## src/rtl/mips_pkg.sv

```systemverilog
// mips_pkg: shared definitions for the fetch/decode slice.
//   - opcode constants of the zero-extending immediate instructions
//   - fetch FSM state enumeration
//   - bubble encoding loaded into IF/ID on flush
//   - helper that classifies an opcode as zero- or sign-extending
package mips_pkg;

    localparam logic [5:0] OP_ANDI = 6'h0C;
    localparam logic [5:0] OP_ORI  = 6'h0D;
    localparam logic [5:0] OP_XORI = 6'h0E;
    localparam logic [5:0] OP_LUI  = 6'h0F;

    localparam logic [31:0] BUBBLE_INSTR = 32'h0000_0000;

    typedef enum logic [1:0] {
        S_IDLE  = 2'd0,
        S_FETCH = 2'd1,
        S_HOLD  = 2'd2
    } fd_state_t;

    function automatic logic is_zero_ext(input logic [5:0] op);
        return (op == OP_ANDI) || (op == OP_ORI) || (op == OP_XORI) || (op == OP_LUI);
    endfunction

endpackage

```

## src/rtl/instr_field_decode.sv

```systemverilog
// instr_field_decode: purely combinational field split of the IF/ID word.
// Ports:
//   i_valid   - IF/ID holds a real instruction
//   i_instr   - IF/ID instruction word
//   o_rs/o_rt/o_rd - register fields [25:21], [20:16], [15:11]
//   o_imm16   - immediate field [15:0]
//   o_ext_op  - 0 zero-extend (andi/ori/xori/lui), 1 sign-extend; 0 for a bubble
module instr_field_decode (
    input  logic        i_valid,
    input  logic [31:0] i_instr,
    output logic [4:0]  o_rs,
    output logic [4:0]  o_rt,
    output logic [4:0]  o_rd,
    output logic [15:0] o_imm16,
    output logic        o_ext_op
);
    import mips_pkg::*;

    assign o_rs     = i_instr[25:21];
    assign o_rt     = i_instr[20:16];
    assign o_rd     = i_instr[15:11];
    assign o_imm16  = i_instr[15:0];
    // A bubble (opcode 0) would otherwise decode as sign-extend.
    assign o_ext_op = i_valid & ~is_zero_ext(i_instr[31:26]);

endmodule

```

## src/rtl/fetch_decode_stage.sv

```systemverilog
// fetch_decode_stage: PC, fetch FSM (IDLE/FETCH/HOLD), one-entry skid buffer
// and IF/ID pipeline register, with combinational field decode of IF/ID.
// Optional feature macro: DELAY_SLOT_EN -- a word acked together with pc_ld
// is kept (delay slot) instead of being squashed.
// Ports:
//   clk, rst_n        - clock, asynchronous active-low reset
//   stall, flush      - hazard controls for IF/ID
//   pc_ld, pc_target  - PC redirect
//   imem_req/addr     - fetch request, address = current PC
//   imem_ack/rdata    - fetch response
//   id_valid/instr/pc4 - IF/ID contents
//   id_rs/rt/rd/imm16/ext_op - decoded fields of id_instr
module fetch_decode_stage #(
    parameter logic [31:0] RESET_PC = 32'h0000_3000
) (
    input  logic        clk,
    input  logic        rst_n,
    input  logic        stall,
    input  logic        flush,
    input  logic        pc_ld,
    input  logic [31:0] pc_target,
    output logic        imem_req,
    output logic [31:0] imem_addr,
    input  logic        imem_ack,
    input  logic [31:0] imem_rdata,
    output logic        id_valid,
    output logic [31:0] id_instr,
    output logic [31:0] id_pc4,
    output logic [4:0]  id_rs,
    output logic [4:0]  id_rt,
    output logic [4:0]  id_rd,
    output logic [15:0] id_imm16,
    output logic        id_ext_op
);
    import mips_pkg::*;

`ifdef DELAY_SLOT_EN
    localparam logic DS = 1'b1;
`else
    localparam logic DS = 1'b0;
`endif

    fd_state_t   r_state;
    logic        r_req;
    logic [31:0] r_pc;
    logic        r_id_valid;
    logic [31:0] r_id_instr;
    logic [31:0] r_id_pc4;
    logic [31:0] r_skid_instr;
    logic [31:0] r_skid_pc4;

    logic [31:0] w_pc4;
    logic        w_fetch_ack;
    logic        w_bubble;
    logic        w_skid_load;

    assign w_pc4       = r_pc + 32'd4;
    assign w_fetch_ack = (r_state == S_FETCH) & imem_ack;
    // Without delay slots a redirect squashes whatever IF/ID would receive.
    assign w_bubble    = flush | (pc_ld & ~DS);
    assign w_skid_load = w_fetch_ack & stall & ~flush & (~pc_ld | DS);

    always_ff @(posedge clk or negedge rst_n) begin
        if (!rst_n) begin
            r_state      <= S_IDLE;
            r_req        <= 1'b0;
            r_pc         <= RESET_PC;
            r_id_valid   <= 1'b0;
            r_id_instr   <= BUBBLE_INSTR;
            r_id_pc4     <= '0;
            r_skid_instr <= '0;
            r_skid_pc4   <= '0;
        end else begin
            // PC: redirect wins; otherwise advance only on a kept fetch.
            if (pc_ld)
                r_pc <= pc_target;
            else if (w_fetch_ack && !flush)
                r_pc <= w_pc4;

            // IF/ID register
            if (w_bubble) begin
                r_id_valid <= 1'b0;
                r_id_instr <= BUBBLE_INSTR;
                r_id_pc4   <= '0;
            end else if (w_fetch_ack && !stall) begin
                r_id_valid <= 1'b1;
                r_id_instr <= imem_rdata;
                r_id_pc4   <= w_pc4;
            end else if ((r_state == S_HOLD) && !stall && !pc_ld) begin
                r_id_valid <= 1'b1;
                r_id_instr <= r_skid_instr;
                r_id_pc4   <= r_skid_pc4;
            end

            // Skid buffer occupancy is implied by S_HOLD.
            if (w_skid_load) begin
                r_skid_instr <= imem_rdata;
                r_skid_pc4   <= w_pc4;
            end

            case (r_state)
                S_IDLE: begin
                    r_state <= S_FETCH;
                    r_req   <= 1'b1;
                end
                S_FETCH: begin
                    if (w_skid_load) begin
                        r_state <= S_HOLD;
                        r_req   <= 1'b0;
                    end else begin
                        r_state <= S_FETCH;
                        r_req   <= 1'b1;
                    end
                end
                S_HOLD: begin
                    if (flush || pc_ld || !stall) begin
                        r_state <= S_FETCH;
                        r_req   <= 1'b1;
                    end else begin
                        r_state <= S_HOLD;
                        r_req   <= 1'b0;
                    end
                end
                default: begin
                    r_state <= S_IDLE;
                    r_req   <= 1'b0;
                end
            endcase
        end
    end

    assign imem_req  = r_req;
    assign imem_addr = r_pc;
    assign id_valid  = r_id_valid;
    assign id_instr  = r_id_instr;
    assign id_pc4    = r_id_pc4;

    instr_field_decode u_decode (
        .i_valid  (r_id_valid),
        .i_instr  (r_id_instr),
        .o_rs     (id_rs),
        .o_rt     (id_rt),
        .o_rd     (id_rd),
        .o_imm16  (id_imm16),
        .o_ext_op (id_ext_op)
    );

endmodule
```

## config.mk

```make
export PLATFORM = sky130hd
export DESIGN_NAME = fetch_decode_stage
export DESIGN_NICKNAME = d
export VERILOG_FILES = /design/src/rtl/mips_pkg.sv /design/src/rtl/instr_field_decode.sv /design/src/rtl/fetch_decode_stage.sv
export SDC_FILE = /design/constraint.sdc
export NUM_CORES = 1
export LEC_CHECK = 0
export BUFFER_PORTS_ARGS = -buffer_cell sky130_fd_sc_hd__buf_4
export CORE_MARGIN = 4
export CORE_UTILIZATION = 54
export DETAILED_ROUTE_END_ITERATION = 10
export PLACE_DENSITY = 0.81
export SETUP_SLACK_MARGIN = 0.4
export SYNTH_ARGS = -nofsm -noshare
export SYNTH_HDL_FRONTEND = slang
export SYNTH_SLANG_ARGS = --single-unit
```

## constraint.sdc

```tcl
create_clock -name clk -period 2.25 [get_ports clk]
set_input_delay 0.45 -clock clk [delete_from_list [all_inputs] [get_ports clk]]
set_output_delay 0.45 -clock clk [all_outputs]
set_load 0.05 [all_outputs]
```

## Word level (Yosys, flattened, before mapping)

Index checks and enable logic that the tools add are counted.

| word-level totals | value |
|---|---|
| flip-flop bits (word level) | 164 |
| input port bits | 70 |
| output and inout port bits | 130 |
| logic and storage cells | 56 |

| operators by class | value |
|---|---|
| add/subtract/negate cells | 1 |
| eq/ne operators | 6 |
| muxes and demuxes | 17 |
| bitwise logic cells | 9 |
| reduce and logical (&&, ||, !) cells | 15 |

Operators with widths:

| cell | count |
|---|---|
| two-way mux 32 bit | 8 |
| adder 32 x 3 -> 32 bit (second input constant) | 1 |
| == test 6 x 4 -> 1 bit (second input constant) | 4 |
| one-hot mux 2 bit (3 select lines) | 1 |
| AND 1 bit | 5 |
| logical OR 1 bit | 5 |
| two-way mux 1 bit | 5 |
| logical AND 1 bit | 4 |
| two-way mux 2 bit | 2 |
| zero test 1 bit | 3 |
| NOT 1 bit | 3 |
| one-hot mux 1 bit (3 select lines) | 1 |
| nonzero test 3 bit | 1 |
| == test 2 x 1 -> 1 bit (second input constant) | 1 |
| == test 2 bit (second input constant) | 1 |
| zero test 2 bit | 1 |
| nonzero test 2 bit | 1 |
| OR 1 bit | 1 |

## Logic depth before layout (Yosys ltp)

Gate-level depths: netlist (run 1).

| depth | value |
|---|---|
| word-level depth | 7 |
| mapped depth | 7 |
| depth with buffers taken out | 6 |

## By module

From an unflattened synthesis (run 1), not the netlist that was laid out.

| unflattened totals | value |
|---|---|
| cells, all modules | 836 |
| area, all modules | 7971.4 um2 |

Modules (own cells, without submodules):

| module | instances | cells an instance | area each (um2) | sequential area each (um2) |
|---|---|---|---|---|
| fetch_decode_stage | 1 | 803 | 7726.2 | 4081.4 |
| instr_field_decode | 1 | 33 | 245.2 | 0.0 |

## Worst setup path before layout (run 1)

Ideal clock, no wire load.

| timing path | value |
|---|---|
| path type | flip-flop to flip-flop |
| from | reg r_pc[2] (netlist: imem_addr[2]) |
| to | reg r_id_pc4[26] (netlist: id_pc4[26]) |
| setup time | 95 ps |
| arrival | 2125 ps |
| data required time | 2155 ps |
| slack | 29 ps |
| cell stages (with the launch flop) | 8 |
| buffers on the path | 1 |
| period minus slack after synthesis | 2221 ps |
| path through | dfrtp_1 ha_1 nand4_1 buf_2 nor4_2 nand3b_1 and3_1 o31ai_1 |

| between the ends | value |
|---|---|
| word-level cells in the longest chain between the ends | 3 |

RTL lines:

| item | line | RTL |
|---|---|---|
| start, declared | fetch_decode_stage.sv:45 | `logic [31:0] r_pc;` |
| start signal, assigned | fetch_decode_stage.sv:76 | `r_pc <= pc_target;` |
| start signal, assigned | fetch_decode_stage.sv:78 | `r_pc <= w_pc4;` |
| adder 32 x 3 -> 32 bit | fetch_decode_stage.sv:57 | `assign w_pc4 = r_pc + 32'd4;` |
| two-way mux 32 bit | fetch_decode_stage.sv:85 | `end else if (w_fetch_ack && !stall) begin` |
| two-way mux 32 bit | fetch_decode_stage.sv:81 | `if (w_bubble) begin` |
| end signal, assigned | fetch_decode_stage.sv:88 | `r_id_pc4 <= w_pc4;` |
| end signal, assigned | fetch_decode_stage.sv:92 | `r_id_pc4 <= r_skid_pc4;` |
| end, declared | fetch_decode_stage.sv:48 | `logic [31:0] r_id_pc4;` |

No other way between the ends.
A chain may end at the register's enable or synchronous reset.

## Final worst setup path (run 1)

| timing path | value |
|---|---|
| from | reg r_pc[7] (netlist: imem_addr[7]) |
| to | reg r_skid_pc4[22] |

| between the ends | value |
|---|---|
| word-level cells in the longest chain between the ends | 1 |

RTL lines:

| item | line | RTL |
|---|---|---|
| adder 32 x 3 -> 32 bit | fetch_decode_stage.sv:57 |  |
| end signal, assigned | fetch_decode_stage.sv:98 | `r_skid_pc4 <= w_pc4;` |
| end, declared | fetch_decode_stage.sv:50 | `logic [31:0] r_skid_pc4;` |

No other way between the ends.

==> results.toml, run 1 <==
[yosys]
syn_nets = 829
synth.distinct_cells = 59
synth_edf_count = 0
synth-async-reset-ratio_pct = 100
synthTopCellsByArea = "dfrtp_1 51%, o21ai_0 5.9%, nand2_1 5.5%"
netlist_instances = 758
yosysSeqAreaShare_pct = 51.6
ys.flop_type = "dfrtp_1"
post_synth_and_or_nand_nor_area_fraction_pct = 14.3
syn_area_per_cell_um2 = 10.4
yosys_warnings = 0
yosys.area.top_type_share_pct = 50.9
synth_top_family_by_area = "simple AND/OR/NAND/NOR gates"
syn-cell-area_um2 = 7910
muxShareOfSynthArea_pct = 9.70
synth_compound_area_share_pct = 13.1
synthAdderAreaFrac_pct = 0.158
synthXorXnorAreaFrac_pct = 4.43
synth-seq-cells = 163
synth_area_leader_cell = "dfrtp_1"

[floorplanning]
coreArea_um2 = 14100
die_x_um = 129
rows = 43
fp.dieH_um = 129
dieArea_um2 = 16600
start_util_pct = 56.1
io_pins = 200

[worst_setup_path]
cp-end-kind = "register"
startpoint = "imem_addr[7]"
critPathSlowestCell = "dfrtp_2"
critPathMaxFanout = 5
start_kind = "register"
max_stage_delay_ns = 0.43
worstPathRequired_ns = 2.55
critical_path_arrival_ns = 2.29
r2r_start = "imem_addr[7]"
path_class = "reg2reg"
cp_cell_sequence = "buf_4 -> and4_2 -> nand4_4 -> o31a_1 -> nor3_1 -> a21oi_1"

[layout]
fin_area_um2 = 10800
drive_gt1_share_pct = 44.0
n_antenna_cell = 0
final_cells = 1155
final_common_cell = "buf_4"
syn_to_final_growth_pct = 37.1
final_nets = 1033
mostFrequentLayoutCells = "243 x buf_4, 140 x dfrtp_1, 112 x nand2_1, 84 x o21ai_0, 37 x mux2_2"

[placed_design]
globalplace.congestion = 0.887
post_dp_cell_area_um2 = 9520
port_buffers = 199
place_ws_ns = 0.237
dp_cells = 1072
place_hpwl_um = 14300

[global_routing]
grt_max_degree = 52
track_usage_pct = 25.4
antenna_found_initial = 0
gr-total-overflow = 0
grt_pass1_wl_um = 33100
grt_pass1_vias = 6315

[clock_network]
cts_max_path_buffers = 2
cts.clk_slew.worst_paths_ns = 0.06
cts.sinks = 163
cts-root-buf = "clkbuf_16"
clk_latency_ns = 0.43
cts_tree = "built"
htreeDepth = 4
cts-buffers-inserted = 17

[sta]
setup_violations = 0
slew_headroom_pct = 67.6
min_period_ns = 1.99
worst_slew_pin_slew_ns = 0.486
clock_skew_ns = 0.00741
max_freq_ghz = 0.502
finalWorstSetupSlack_ns = 0.258
rsz0062_at_grt = "true"
hold_violations = 0
report.final.slew_viol_count = 0
finalSetupTns_ns = 0
period_share_pct = 88.5

[drt]
vias_per_cell = 5.88
vias = 6786
wl_per_cell_um = 19.7
drtIter0Drc = 568
ant_nets = 0
drt-pass1-iter-count = 5
route.detailed.drc = 0
routed_wl_um = 22700

[pwr]
p_leak_nw = 5.02
power_density_nw_per_um2 = 748
vdd_drop_max_uv = 557

[flow_run]
cap_viol_max_count = 0

[status]
outcome = "completed"

[hold_path]
hp-class = "in2reg"
hold_start = "pc_target[31]"
cell families after synthesis:
kind of cell	after synthesis
muxes	72
xor gates and xnor gates	40
buffers and inverters	93
adders and majority gates	1
and+or+nand+nor	215
AOI/OAI and AO/OA	174
DFF	163
state kept, by name, summed over array words and instances, names as in the netlist:
signal,flops
r_state,2
id_valid,1
id_pc4,32
id_instr,32
r_skid_pc4,32
imem_addr,32
r_skid_instr,32
critical path: cells and delay by family (launching register included):
family / cells / cell delay, ns
and+or+nand+nor: 3 / 0.85
AOI/OAI and AO/OA: 2 / 0.44
DFF: 1 / 0.43
buffers and inverters: 1 / 0.15
worst paths after layout:
check / slack [ns] / cells after the start / endpoint
worst max-delay path: 0.26 / 6 / r_skid_pc4[22]
worst min-delay path: 0.23 / 3 / imem_addr[31]
worst max register to register: 0.26 / 6 / r_skid_pc4[22]
worst min register to register: 0.48 / 2 / r_skid_pc4[6]
max in group asynchronous: 1.01 / 3 / id_instr[9]
min in group asynchronous: 0.54 / 2 / id_instr[5]
final cells by class:
type,count,area [um2]
tap,180,225
clock buffer,24,482
sequential,163,4120
inverter,7,26.3
clock inverter,8,76.3
timing repair buffer,270,2230
multi-input combinational,503,3690
fill,897,3250
timing repair:
action | 4_1_cts | 5_1_grt
hold buffers | 1 | 0
setup endpoints to repair | 43 | 58
gates resized for setup | 20 | 50
buffers inserted | 16 | 29
hold endpoints to repair | 45 | 0
pin swaps | 6 | 25
cloned | 2 | 3
routing by layer:
layer  routed length [um]  vias up  GRT usage, %
met5                    0        -             0
met4                  597        0          10.2
met3                 2010       55          5.52
met2                11000      393          40.5
met1                 9160     3271          34.3
li1                     -     3067             -
metrics by stage:
step	utilization [%]	hold slack [ns]	total power [mW]
after global routing	76.9	0.227	8.46
after global placement	67.5	0.428	5.16
after floorplan	-	0.154	4.66
final	76.9	0.232	8.12
after detailed placement	67.5	0.426	5.22
after CTS	73.3	0.212	8.03
synthesized netlist by cell type, types with 3 or more instances:
library cell and instances:
a21oi_1 15, clkbuf_1 25, nor4_2 3, o211ai_1 4
buf_1 7, nor2_1 18, buf_2 12, nand2_1 116
and3_1 8, buf_6 3, o311ai_1 3, mux2i_1 35
or2_2 3, inv_1 6, mux2_2 37, xnor2_1 22
o21ai_0 94, nand3_1 12, nor3_1 8, a32oi_1 13
nand4_4 3, a22o_1 10, and4_1 3, buf_4 37
xor2_1 18, dfrtp_1 161, nor4_1 9, o31a_1 4
nand4_1 8, o21ai_1 18
report_power, final:
part | total, mW | internal [mW] | switching, mW | leakage, nW
Clock | 2.75 | 1.61 | 1.14 | 0.267
Combinational | 1.76 | 0.725 | 1.04 | 2.68
Sequential | 3.60 | 3.32 | 0.284 | 2.08
Total | 8.12 | 5.65 | 2.46 | 5.02
No activity file was read; power rests on OpenSTA's default activity.
==> run 2, diff against run 1 <==
--- a/config.mk
+++ b/config.mk
@@ -10,7 +10,7 @@
 export CORE_UTILIZATION = 54
 export DETAILED_ROUTE_END_ITERATION = 10
 export PLACE_DENSITY = 0.81
-export SETUP_SLACK_MARGIN = 0.4
+export SETUP_SLACK_MARGIN = 0.3
 export SYNTH_ARGS = -nofsm -noshare
 export SYNTH_HDL_FRONTEND = slang
 export SYNTH_SLANG_ARGS = --single-unit
==> results.toml, run 2 (synthesized netlist as in run 1, its figures left out) <==
[status]
outcome = "completed"

[layout]
n_fill_cell = 1029
syn_to_final_growth_pct = 28.3
n_antenna_cell = 0
fin_area_um2 = 10100
drive_gt1_share_pct = 38.1
multiInputGateArea_um2 = 3460
final_nets = 989
final_common_cell = "buf_4"
regArea_um2 = 4110
mostFrequentLayoutCells = "216 x buf_4, 144 x dfrtp_1, 115 x nand2_1, 94 x o21ai_0, 37 x mux2_2"

[sta]
min_period_ns = 1.93
period_share_pct = 85.9
setup_violations = 0
report.final.slew_viol_count = 0
rsz0062_at_grt = "true"
finalWorstSetupSlack_ns = 0.317
hold_violations = 0
worst_slew_pin_slew_ns = 0.566
slew_headroom_pct = 62.3
max_freq_ghz = 0.517
finalSetupTns_ns = 0
clock_skew_ns = 0.00934

[pwr]
p_leak_nw = 4.64
vdd_drop_max_uv = 524
power_density_nw_per_um2 = 780

[worst_setup_path]
r2r_slack_ns = 0.32
critPathMaxFanout = 6
start_kind = "register"
critical_path_arrival_ns = 2.26
worstPathRequired_ns = 2.58
cp-end-kind = "register"
path_class = "reg2reg"

[drt]
routed_wl_um = 20600
wl_per_cell_um = 18.6
ant_nets = 0
route.detailed.drc = 0
drt-pass1-iter-count = 5
vias = 6415
vias_per_cell = 5.79
drtIter0Drc = 434

[global_routing]
track_usage_pct = 24.9
grt_pass1_vias = 6183
grt_pass1_wl_um = 32600
antenna_found_initial = 0
gr-total-overflow = 0
grt_max_degree = 65

[clock_network]
cts-root-buf = "clkbuf_16"
cts.sinks = 163
cts-buffers-inserted = 17
cts_max_path_buffers = 2
cts.clk_slew.worst_paths_ns = 0.06
cts_tree = "built"
clk_latency_ns = 0.42
htreeDepth = 4

[floorplanning]
fp.dieH_um = 129
io_pins = 200
coreArea_um2 = 14100
rows = 43
start_util_pct = 56.1
die_x_um = 129
dieArea_um2 = 16600

[flow_run]
cap_viol_max_count = 0

[placed_design]
post_dp_cell_area_um2 = 9430
place_ws_ns = -0.0730
globalplace.congestion = 0.934
place_hpwl_um = 14400
port_buffers = 199

[hold_path]
hp-class = "in2reg"
run 2: per-layer routing:
| layer | global-route usage [%] | vias up | wire, um |
|---|---|---|---|
| met5 | 0 | - | 0 |
| met2 | 39.3 | 292 | 9660 |
| met1 | 34.5 | 3128 | 8790 |
| li1 | - | 2966 | - |
| met4 | 8.15 | 0 | 381 |
| met3 | 5.77 | 29 | 1730 |
run 2: critical path: stages, from the launching register on:
cell and delay, ns:
dfstp_4 0.65, and4_4 0.30, buf_4 0.16, and2_1 0.17, nand3_1 0.17, xor2_2 0.20
o21ai_0 0.19
run 2: path summary, 6_finish.rpt:
kind | from | to | cells after the start
max | imem_addr[13] | id_pc4[21] | 6
min | pc_target[31] | imem_addr[31] | 3
max reg2reg | imem_addr[13] | id_pc4[21] | 6
min reg2reg | r_skid_pc4[8] | r_skid_pc4[8] | 2
max in group asynchronous | rst_n | r_skid_instr[17] | 3
min in group asynchronous | rst_n | id_instr[6] | 2
run 2: through the flow:
step / util (%) / hold WS, ns / power (mW) / instances
after floorplan: - / 0.154 / 4.64 / 758
after global placement: 66.9 / 0.423 / 5.14 / 1072
after detailed placement: 66.9 / 0.424 / 5.21 / 1072
after CTS: 71.1 / 0.222 / 7.95 / 1101
after global routing: 72.0 / 0.229 / 8.28 / 1107
final: 72.0 / 0.236 / 7.92 / 1107
run 2: where the power goes:
part	internal [mW]	switching (mW)
Clock	1.63	1.09
Combinational	0.637	0.960
Sequential	3.32	0.289
Total	5.59	2.34
run 2: final cells by class:
type | count | share of cell area, %
Sequential cell | 163 | 40.5
Multi-Input combinational cell | 503 | 34.1
Clock inverter | 7 | 0.875
Tap cell | 180 | 2.22
Clock buffer | 21 | 4.44
Inverter | 7 | 0.259
Timing Repair Buffer | 226 | 17.6
run 2: timing repair:
| item | in CTS | in global routing |
|---|---|---|
| hold buffers | 1 | 0 |
| buffers inserted | 0 | 5 |
| gates resized for setup | 12 | 14 |
| hold endpoints to repair | 45 | 0 |
| pin swaps | 0 | 6 |
| cloned | 0 | 1 |
| endpoints found under the setup margin | 30 | 35 |
==> run 3, diff against run 2 <==
--- a/config.mk
+++ b/config.mk
@@ -6,9 +6,11 @@
 export NUM_CORES = 1
 export LEC_CHECK = 0
 export BUFFER_PORTS_ARGS = -buffer_cell sky130_fd_sc_hd__buf_4
+export CAP_MARGIN = 20
 export CORE_MARGIN = 4
 export CORE_UTILIZATION = 54
 export DETAILED_ROUTE_END_ITERATION = 10
+export GPL_TIMING_DRIVEN = 0
 export PLACE_DENSITY = 0.81
 export SETUP_SLACK_MARGIN = 0.3
 export SYNTH_ARGS = -nofsm -noshare
==> constraint.sdc (replaced) <==
create_clock -name clk -period 2.2 [get_ports clk]
set_input_delay 0.44 -clock clk [delete_from_list [all_inputs] [get_ports clk]]
set_output_delay 0.44 -clock clk [all_outputs]
set_load 0.05 [all_outputs]
==> results.toml, run 3 (synthesized netlist as in run 1, its figures left out) <==
[status]
outcome = "finished, violations left"
violations = "negative hold slack"

[drt]
vias_per_cell = 5.83
vias = 7045
ant_nets = 0
route.detailed.drc = 0
drtIter0Drc = 726
drt-pass1-iter-count = 6
routed_wl_um = 24000
wl_per_cell_um = 19.9

[sta]
min_period_ns = 2.01
holdWs_ns = -0.0257
hold_violations = 12
clock_skew_ns = 0.00544
setup_violations = 0
rsz0062_at_grt = "true"
max_freq_ghz = 0.498
period_share_pct = 91.4
report.final.slew_viol_count = 0
worst_slew_pin_slew_ns = 0.634
slew_headroom_pct = 57.7
finalSetupTns_ns = 0

[layout]
n_fill_cell = 925
final_common_cell = "buf_4"
final_cells = 1208
post-route-util_pct = 78.5
final_nets = 1086
mostFrequentLayoutCells = "268 x buf_4, 141 x dfrtp_1, 114 x nand2_1, 72 x o21ai_0, 38 x o21ai_1"
syn_to_final_growth_pct = 39.9
n_antenna_cell = 0
drive_gt1_share_pct = 45.9

[clock_network]
cts.clk_slew.worst_paths_ns = 0.06
holdBufCountCts = 0
cts.sinks = 163
cts_tree = "built"
clk_latency_ns = 0.42
htreeDepth = 4
cts-buffers-inserted = 17
cts_max_path_buffers = 2
cts-root-buf = "clkbuf_16"

[worst_setup_path]
critPathMaxFanout = 3
cp-end-kind = "register"
critPathBufInv = 3
r2r_slack_ns = 0.19
path_delay_family = "buffers and inverters"
rr_worst_depth = 8
critPathSlowestCell = "dfrtp_2"
path_class = "reg2reg"
worstPathRequired_ns = 2.51
cp_cell_sequence = "buf_6 -> nand3_4 -> buf_6 -> nor4_4 -> buf_4 -> nand3_4 -> o211a_1 -> a211o_1"
max_stage_delay_ns = 0.42
start_kind = "register"
r2r_start = "imem_addr[3]"
timing.rr.end = "imem_addr[27]"
critical_path_arrival_ns = 2.32

[floorplanning]
dieArea_um2 = 16600
start_util_pct = 56.1
coreArea_um2 = 14100
io_pins = 200
die_x_um = 129
fp.dieH_um = 129
rows = 43

[pwr]
p_leak_nw = 5.23
power_density_nw_per_um2 = 768
vdd_drop_max_uv = 564

[flow_run]
cap_viol_max_count = 0

[hold_path]
hp-class = "in2async"

[placed_design]
globalplace.congestion = 0.875
dp_cells = 1137
port_buffers = 198
place_hpwl_um = 16000

[global_routing]
antenna_found_initial = 0
grt_max_degree = 86
track_usage_pct = 27.2
gr-total-overflow = 0
grt_pass1_wl_um = 35400
grt_pass1_vias = 6667
-- run 3: cell types whose count changed in the layout (fill, tap and decap cells not counted), sizes merged --
cell         previous run  this run
buf                   225       301
clkbuf                 21        41
clkinv                  5         7
clkinvlp                0         2
dlygate4sd1             0         2
dlygate4sd3             1         0
-- run 3: power by group --
| group | switching [mW] | internal, mW | leakage [nW] |
|---|---|---|---|
| clock | 1.23 | 1.77 | 0.289 |
| sequential | 0.286 | 3.39 | 2.08 |
| combinational | 1.09 | 0.737 | 2.87 |
-- run 3: worst register-to-register path, delay by kind of cell (launching register included) --
family	cells	cell delay, ns
buffers and inverters	3	0.52
flip-flops	1	0.42
AND/OR/NAND/NOR	3	0.51
AO/OA/AOI/OAI	2	0.44
-- run 3: final cells by class --
cell class	count	area, um2	area share [%]
Clock inverter	11	129	1.16
Tap cell	180	225	2.03
Clock buffer	21	470	4.25
Multi-Input combinational cell	503	3670	33.1
Timing Repair Buffer	237	1820	16.5
Sequential cell	163	4110	37.2
Inverter	7	26.3	0.237
Buffer	86	611	5.52
-- run 3: layer usage --
metal | routed length, um | global-route usage [%] | vias to the layer above
li1 | - | - | 3150
met2 | 11600 | 45.0 | 406
met3 | 2230 | 5.98 | 67
met5 | 0 | 0 | -
met4 | 803 | 8.83 | 0
met1 | 9370 | 35.9 | 3422
-- run 3: worst max path at each step --
stage,from,end,slack [ns],cells past startpoint
2_1_floorplan,imem_addr[12],imem_addr[27],0.20,7
3_3_place_gp,rst_n,imem_addr[9],-0.33,1
3_5_place_dp,imem_ack,id_pc4[27],-0.18,7
4_1_cts,imem_addr[13],imem_addr[30],0.23,6
5_1_grt,imem_addr[12],imem_addr[24],0.16,7
6_report,imem_addr[3],imem_addr[27],0.19,8
-- run 3: timing repair --
action	4_1_cts	5_1_grt
setup endpoints to repair	135	131
gates cloned	1	2
setup buffers	19	17
gates resized for setup	34	107
pin swaps	14	28
-- run 3: metrics by stage --
step / total power, mW / setup WS, ns / hold WS (ns) / area, um2
global route: 8.82 / 0.159 / 0.0327 / 11100
floorplan: 4.76 / 0.204 / 0.144 / 8010
CTS: 8.41 / 0.226 / 0.0169 / 10600
detailed placement: 5.38 / -0.180 / 0.459 / 9760
finish: 8.50 / 0.190 / -0.0257 / 11100
global placement: 5.30 / -0.333 / 0.459 / 9720
